===== src/rtl/chacha_block_seq.sv =====
// Sequential ChaCha block engine: one quarter-round op per cycle, feed-forward add.
// Optional CHACHA_BLOCK_CTR_INC_EN adds in_next to rerun the stored state with word 12 + 1.
module chacha_block_seq #(
  parameter int ROUNDS = 20
) (
  input  logic         g_clk,
  input  logic         g_resetn,
  input  logic         in_valid,
  output logic         in_ready,
  input  logic [511:0] in_state,
`ifdef CHACHA_BLOCK_CTR_INC_EN
  input  logic         in_next,
`endif
  output logic         out_valid,
  input  logic         out_ready,
  output logic [511:0] out_block,
  output logic         busy
);

  if (!(ROUNDS == 8 || ROUNDS == 12 || ROUNDS == 20)) begin : g_bad_rounds
    $error("chacha_block_seq: ROUNDS must be 8, 12 or 20");
  end

  localparam logic [3:0] LAST_DR = 4'(ROUNDS / 2 - 1);

  typedef enum logic [1:0] {
    S_IDLE,
    S_RUN,
    S_FIN,
    S_DONE
  } state_e;

  function automatic logic [31:0] rotl(
    input logic [31:0] v,
    input int unsigned n
  );
    return (v << n) | (v >> (32 - n));
  endfunction

  state_e       state_q, state_d;
  logic [31:0]  w_q [16];
  logic [31:0]  w_d [16];
  logic [31:0]  x_q [16];
  logic [31:0]  x_d [16];
  logic [31:0]  t_hi_q, t_hi_d;
  logic [31:0]  t_lo_q, t_lo_d;
  logic [1:0]   op_q, op_d;
  logic [2:0]   qr_q, qr_d;
  logic [3:0]   dr_q, dr_d;
  logic [511:0] ob_q, ob_d;
  logic         armed_q;

  logic [3:0]   sel_a, sel_b, sel_c, sel_d;
  logic [31:0]  wa, wb, wc, wd;
  logic         run, op_bd, op_ad, op_bc;
  logic [31:0]  bd_a, bd_d, bd_c, bd_b;
  logic [31:0]  ad_a, ad_na, ad_nd;
  logic [31:0]  bc_nc, bc_nb;

  assign run       = (state_q == S_RUN);
  assign op_bd     = run && (op_q == 2'd0);
  assign op_ad     = run && (op_q == 2'd1);
  assign op_bc     = run && (op_q == 2'd2);
  assign in_ready  = armed_q && (state_q == S_IDLE);
  assign out_valid = (state_q == S_DONE);
  assign busy      = run || (state_q == S_FIN);
  assign out_block = ob_q;

  always_comb begin
    sel_a = 4'd0;
    sel_b = 4'd4;
    sel_c = 4'd8;
    sel_d = 4'd12;
    unique case (qr_q)
      3'd0: begin sel_a = 4'd0; sel_b = 4'd4; sel_c = 4'd8;  sel_d = 4'd12; end
      3'd1: begin sel_a = 4'd1; sel_b = 4'd5; sel_c = 4'd9;  sel_d = 4'd13; end
      3'd2: begin sel_a = 4'd2; sel_b = 4'd6; sel_c = 4'd10; sel_d = 4'd14; end
      3'd3: begin sel_a = 4'd3; sel_b = 4'd7; sel_c = 4'd11; sel_d = 4'd15; end
      3'd4: begin sel_a = 4'd0; sel_b = 4'd5; sel_c = 4'd10; sel_d = 4'd15; end
      3'd5: begin sel_a = 4'd1; sel_b = 4'd6; sel_c = 4'd11; sel_d = 4'd12; end
      3'd6: begin sel_a = 4'd2; sel_b = 4'd7; sel_c = 4'd8;  sel_d = 4'd13; end
      3'd7: begin sel_a = 4'd3; sel_b = 4'd4; sel_c = 4'd9;  sel_d = 4'd14; end
      default: ;
    endcase
  end

  assign wa = w_q[sel_a];
  assign wb = w_q[sel_b];
  assign wc = w_q[sel_c];
  assign wd = w_q[sel_d];

  // bd: first half-round -> {b', d'}
  assign bd_a = wa + wb;
  assign bd_d = rotl(wd ^ bd_a, 16);
  assign bd_c = wc + bd_d;
  assign bd_b = rotl(wb ^ bd_c, 12);

  // ad: a+b is recovered from d' and the original d
  assign ad_a  = {t_lo_q[15:0], t_lo_q[31:16]} ^ wd;
  assign ad_na = ad_a + t_hi_q;
  assign ad_nd = rotl(t_lo_q ^ ad_na, 8);

  // bc: W[d] already holds d'' here, T still holds {b', d'}
  assign bc_nc = wc + t_lo_q + wd;
  assign bc_nb = rotl(t_hi_q ^ bc_nc, 7);

  always_comb begin
    state_d = state_q;
    w_d     = w_q;
    x_d     = x_q;
    t_hi_d  = t_hi_q;
    t_lo_d  = t_lo_q;
    op_d    = op_q;
    qr_d    = qr_q;
    dr_d    = dr_q;
    ob_d    = ob_q;
    unique case (state_q)
      S_IDLE: begin
        if (in_valid && in_ready) begin
          for (int i = 0; i < 16; i++) begin
            x_d[i] = in_state[32*i +: 32];
            w_d[i] = in_state[32*i +: 32];
          end
          op_d    = 2'd0;
          qr_d    = 3'd0;
          dr_d    = 4'd0;
          state_d = S_RUN;
        end
`ifdef CHACHA_BLOCK_CTR_INC_EN
        else if (in_next && in_ready) begin
          x_d[12] = x_q[12] + 32'd1;
          w_d     = x_d;
          op_d    = 2'd0;
          qr_d    = 3'd0;
          dr_d    = 4'd0;
          state_d = S_RUN;
        end
`endif
      end
      S_RUN: begin
        unique case (1'b1)
          op_bd: begin
            t_hi_d = bd_b;
            t_lo_d = bd_d;
          end
          op_ad: begin
            w_d[sel_a] = ad_na;
            w_d[sel_d] = ad_nd;
          end
          op_bc: begin
            w_d[sel_b] = bc_nb;
            w_d[sel_c] = bc_nc;
          end
          default: ;
        endcase
        if (op_q == 2'd2) begin
          op_d = 2'd0;
          qr_d = qr_q + 3'd1;
          if (qr_q == 3'd7) begin
            dr_d = dr_q + 4'd1;
            if (dr_q == LAST_DR) state_d = S_FIN;
          end
        end else begin
          op_d = op_q + 2'd1;
        end
      end
      S_FIN: begin
        for (int i = 0; i < 16; i++) begin
          ob_d[32*i +: 32] = w_q[i] + x_q[i];
        end
        state_d = S_DONE;
      end
      S_DONE: begin
        if (out_ready) state_d = S_IDLE;
      end
      default: state_d = S_IDLE;
    endcase
  end

  always_ff @(posedge g_clk or negedge g_resetn) begin
    if (!g_resetn) begin
      state_q <= S_IDLE;
      w_q     <= '{default: '0};
      x_q     <= '{default: '0};
      t_hi_q  <= '0;
      t_lo_q  <= '0;
      op_q    <= '0;
      qr_q    <= '0;
      dr_q    <= '0;
      ob_q    <= '0;
      armed_q <= 1'b0;
    end else begin
      state_q <= state_d;
      w_q     <= w_d;
      x_q     <= x_d;
      t_hi_q  <= t_hi_d;
      t_lo_q  <= t_lo_d;
      op_q    <= op_d;
      qr_q    <= qr_d;
      dr_q    <= dr_d;
      ob_q    <= ob_d;
      armed_q <= 1'b1;
    end
  end

endmodule


===== config.mk =====
export PLATFORM = sky130hd
export DESIGN_NAME = chacha_block_seq
export DESIGN_NICKNAME = d
export VERILOG_FILES = /design/src/rtl/chacha_block_seq.sv
export SDC_FILE = /design/constraint.sdc
export NUM_CORES = 2
export LEC_CHECK = 0
export ABC_CLOCK_PERIOD_IN_PS = 14100
export CAP_MARGIN = 20
export CELL_PAD_IN_SITES_DETAIL_PLACEMENT = 2
export CELL_PAD_IN_SITES_GLOBAL_PLACEMENT = 2
export CORE_UTILIZATION = 40
export DETAILED_ROUTE_END_ITERATION = 10
export PLACE_DENSITY_LB_ADDON = 0.1
export SYNTH_ARGS = -nofsm -noshare
export SYNTH_HDL_FRONTEND = slang
export SYNTH_SLANG_ARGS = --single-unit

===== constraint.sdc =====
create_clock -name g_clk -period 14.1 [get_ports g_clk]
set_clock_uncertainty 0.15 [all_clocks]
set_input_delay 2.82 -clock g_clk [delete_from_list [all_inputs] [get_ports g_clk]]
set_output_delay 2.82 -clock g_clk [all_outputs]
set_load 0.05 [all_outputs]

# == Word level (Yosys, flattened, before mapping) ==
# Memories as Yosys holds them, arrays and structs flattened.
# Cells that the tools add are included.
# totals
regBits,1612
rom_bits,64
input_bits,516
output_inout_bits,515
word_cells,162
mem_count,1
# memory_table
name,words,word_bits,rd,rd_ports_with_merged_regs,wr,line_no,text
(no name shown),8,8,1,0,0,74,unique case (qr_q)
# classes
n_addsub,24
magnitude_cmp,8
n_eq_ne,13
muxes,43
n_bitwise,13
reduce_logical,20
# ops
cell,count
$bwmux 512,4
$pmux 512 s2,2
$add 32x32->32,21
$bmux 32 s4,4
$demux 32 s4,4
$mux 512,1
$mux 32,12
$xor 32x32->32,5
$or 32x12->32,1
$or 32x16->32,1
$or 32x7->32,1
$or 32x8->32,1
$ge 5x5->1 const B,4
$lt 5x1->1 const B,4
$not 4->5,4
$mux 2,7
$mux 4,3
$ne 2x1->1 const B,5
$logic_and 1x1->1,9
$pmux 2 s4,1
$pmux 4 s2,1
$eq 2x2->1 const B,3
$mux 3,2
$pmux 3 s2,1
15 further kinds,20

# == Depth between registers and ports, before layout ==
# An unclocked memory read counts as a cell.
# depth
word_depth,13
mapped_depth,32
ltp_nobuf,26

# == Least setup slack after synthesis ==
# OpenSTA, ideal clock, no wires.
# synth_path
path_kind,flip-flop to flip-flop
start,register qr_q[0]
end,register w_q[258] (netlist name)
arrival_time_ns,7.018
path_slack_ns,6.799
stages_incl_launch_ff,29
n_path_buf,6
period_less_slack_ns,7.301
cell_sequence,dfrtp_1 -> buf_6 -> buf_4 -> buf_6 -> buf_2 -> inv_1 -> ha_1 -> nand2b_1 -> nand2_1 -> clkbuf_1 -> clkbuf_1 -> mux4_2 -> fa_1 -> ha_1 -> fa_1 -> a21o_1 -> a21oi_1 -> o21bai_1 -> a2111oi_0 -> nor3_1 -> o21ai_1 -> a31oi_1 -> o21ai_0 -> o21ai_0 -> a21oi_1 -> xor2_1 -> xor2_1 -> a2bb2oi_1 -> o21ai_0
# synth_between
elab_chain_len,13
# synth_lines
element,line_no,text
from (decl),48,"logic [2:0] qr_q, qr_d;"
from (signal assigned),199,qr_q <= qr_d;
$mem_v2 8x8 (*),-,
$not 4->5 (not written as such),"89, 152",
$bmux 32 s4,89,assign wc = w_q[sel_c];
$mux 32 (not written as such) (2 in series),89,
$add 32x32->32 (2 in series),104,assign bc_nc = wc + t_lo_q + wd;
$xor 32x32->32,105,"assign bc_nb = rotl(t_hi_q ^ bc_nc, 7);"
$or 32x7->32,37,return (v << n) | (v >> (32 - n));
$bwmux 512,151,w_d[sel_b] = bc_nb;
$bwmux 512,152,w_d[sel_c] = bc_nc;
$pmux 512 s2 (*),141,unique case (1'b1)
$pmux 512 s2 (*),117,unique case (state_q)
to (signal assigned),194,w_q <= w_d;
to (decl),41,logic [31:0] w_q [16];
# Every way passes the cells marked *; elsewhere a longest branch is shown, timed or not. The select of a mux whose other input is x is not followed.
# A chain may end at the register's enable or synchronous reset.

# == Worst setup path after layout ==
# layout_path
start,register qr_q[0]
end,register t_hi_q[3]
# layout_between
elab_chain_len,11
# layout_lines
element,line_no,text
$mem_v2 8x8 (*),-,
$not 4->5 (on tied branches),"87, 88",
$bmux 32 s4 (on tied branches),"87, 88",
$mux 32 (on tied branches) (2 in series),"87, 88",
$add 32x32->32,93,assign bd_a = wa + wb;
$xor 32x32->32,94,"assign bd_d = rotl(wd ^ bd_a, 16);"
$or 32x16->32,37,
$add 32x32->32,95,assign bd_c = wc + bd_d;
$xor 32x32->32 (*),96,"assign bd_b = rotl(wb ^ bd_c, 12);"
$or 32x12->32 (*),37,
to (signal assigned),196,t_hi_q <= t_hi_d;
to (decl),45,"logic [31:0] t_hi_q, t_hi_d;"
# Marks and branches as above.

==> impl_metrics.ini <==
[clocking]
clk_pin_slew_ps = 60
cts_buffers = 191
cts.sinks = 1612
cts_hold_buf = 0
cts_resized = 0
clockBufferDepth = 3
cts_root_buf = clkbuf_16
cts_tree = yes
cts_max_level = 4
cts_setup_buffers = 0
clk_latency_ps = 880

[route]
m1WireLength_mm = 196
wl_met3_mm = 32.1
first_pass_iters = 5
detailedRoute.firstIterationViolations = 7128
vias = 85204
routedWlPerCell_um = 34.1
via_per_inst = 6.19
ant_nets = 0
route.top_layer_used = met5
route.detailed.drc = 0
wl_met2_mm = 214
wirelength_mm = 468

[synth]
synth_xor_area_share_pct = 6.46
yosys_warnings = 0
async_reset_ff_share_pct = 100
synth_cells = 9448
yosysTopAreaCellShare_pct = 41.9
synth-edff-count = 0
synthAdderAreaFrac_pct = 9.23
seq_area_frac_synth_pct = 41.9
synth_cell_type_count = 98
synthTopCellsByArea = dfrtp_1 42%, mux2_2 9.7%, ha_1 8.2%
muxShareOfSynthArea_pct = 12.8
synth_flop_cell = dfrtp_1
syn_nets = 10644
synth-compound-area-share_pct = 17.5
syn_area_sq_mm = 0.0963
yosys.area_share.simple_pct = 9.26
synth_area_per_cell_sq_um = 10.2
synth_seq_cells = 1612
synth_common_cells = 1612 x dfrtp_1, 888 x nand2_1, 826 x mux2_2
synth_top_area_cell = dfrtp_1
synth_top_family_by_area = compound AO/OA/AOI/OAI gates
synth_most_common_cell = dfrtp_1

[cells_and_area]
drive_above_1_share_pct = 14.3
fin_cells = 13758
area_growth_pct = 21.8
layout.nets = 11608
nFillCells = 24289
finish.utilization_pct = 49.1

[floorplanning]
coreArea_sq_mm = 0.239
die_area_sq_mm = 0.243
die_x_um = 493
rows = 179
initial_core_util_pct = 40.4
ioPinCount = 1031
die_h_um = 493

[place]
place_hpwl_mm = 362
placed_cells = 13382
portBuffers = 1030
gp_congestion = 0.944
dpl_worst_slack_ps = 5320

[critical_path]
crit_required_ps = 14640
worstPathArrival_ps = 9230
critPathKind = reg -> reg
cp-start-kind = register
path_cells = buf_4, xnor2_4, buf_4, mux4_2, ha_1, inv_1, fa_1, nand2b_1, a21o_1, a221oi_1, a21boi_1, o211a_1, o41a_1, xnor2_1, inv_1, ha_1, nand3_1, o311ai_0, a31oi_1, o211ai_1, a41oi_1, o31a_1, xnor2_1, o21ai_0
critical_path.max_stage_delay_ps = 700
cp_max_fo = 40
crit_path_end_kind = register
slowest_stage = buf_4

[grt]
grt_pass1_wl_mm = 666
grt_max_degree = 167
antenna_found_initial = 32
grt_pass1_vias = 91542
grt-ovfl-total = 0
gr-usage-all-layers_pct = 37.9

[timing]
hold_viol_final = 0
setup_tns_ps = 0
worstMarginPinSlew_ps = 1290
fin_crit_sh_pct = 61.6
fmax_mhz = 115
final_max_slew_viol_count = 0
setup_ws_ps = 5410
grt_setup_unrepaired = false
setup_viol = 0
period_minus_slack_ps = 8690
max_slew_margin_pct = 13.8

[pwr]
ir_worst_vdd_mv = 0.0902
leakage_nw = 54.2
power_mw = 10.2
p_per_area_mw_per_mm2 = 87.2

[worst_hold_path]
min_path_type = reg -> reg

[job]
max-cap-violations = 0

[status]
status = finished clean
## path summary, 6_finish.rpt
kind / startpoint / to / slack (ps) / cells after the start
worst max-delay path: qr_q[0]$_DFFE_PN0P_ / t_hi_q[3]$_DFFE_PN0P_ / 5410 / 24
worst min-delay path: out_block[120]$_DFFE_PN0P_ / out_block[120]$_DFFE_PN0P_ / 330 / 1
worst max register to register: qr_q[0]$_DFFE_PN0P_ / t_hi_q[3]$_DFFE_PN0P_ / 5410 / 24
worst min register to register: out_block[120]$_DFFE_PN0P_ / out_block[120]$_DFFE_PN0P_ / 330 / 1
max in group asynchronous: g_resetn / x_q[453]$_DFFE_PN0P_ / 9500 / 4
min in group asynchronous: g_resetn / out_block[243]$_DFFE_PN0P_ / 1720 / 1
## registers in the layout, summed over array words and instances, names as in the netlist
signal	cells
t_lo_q	32
armed_q	1
op_q	2
dr_q	4
t_hi_q	32
qr_q	3
state_q	2
x_q	512
w_q	512
out_block	512
## metrics by stage
step | hold WS (ps) | area, sq um
5_1_grt | 356 | 117000
3_5_place_dp | 322 | 111000
4_1_cts | 337 | 117000
2_1_floorplan | 303 | 96300
6_report | 331 | 117000
3_3_place_gp | 315 | 111000
## report_power, final
group          internal, mW  switching (mW)
clock network          3.06            2.19
registers              4.63       0.0000374
logic                 0.135           0.222
total                  7.82            2.41
## layout make-up
cell class | count | area (sq um) | share of cell area [%]
multi-input combinational | 7118 | 53700 | 45.7
tap | 3167 | 3960 | 3.38
inverter | 317 | 1200 | 1.03
sequential | 1612 | 40300 | 34.4
clock buffer | 283 | 5740 | 4.89
antenna | 16 | 40.0 | 0.0341
timing repair buffer | 1172 | 11500 | 9.82
clock inverter | 73 | 842 | 0.718
## metal layers
layer,vias to the layer above,track usage [%]
li1,36098,-
met1,44995,49.7
met2,3282,60.1
met3,825,6.34
met4,4,19.6
met5,-,0
## critical path, delay by kind of cell (launching register included)
family	cells	cell delay, ps
mux	1	410
buf+inv	4	1530
compound gates	11	3360
flops	1	650
xor+xnor	3	860
simple gates	2	320
fa+ha+maj	3	1110
## cell usage in the layout, fill, tap and decap left out, types with 202 or more instances in the layout
cell type,netlist,final
dfrtp_1,1612,1610
clkdlybuf4s50_1,0,1029
nand2_1,888,880
mux2_2,826,826
a21oi_1,730,726
o21ai_0,706,705
nor2_1,644,638
ha_1,629,627
xnor2_1,485,468
a22oi_1,392,392
inv_1,314,313
a21o_1,202,202
## cell families after synthesis
family          count (synthesis)
fa+ha+maj                     680
simple gates                 2075
compound gates               2691
buf+inv                       718
xor+xnor                      699
flops                        1612
other cells                     1
mux                           972
(Power assumes the default switching activity.)
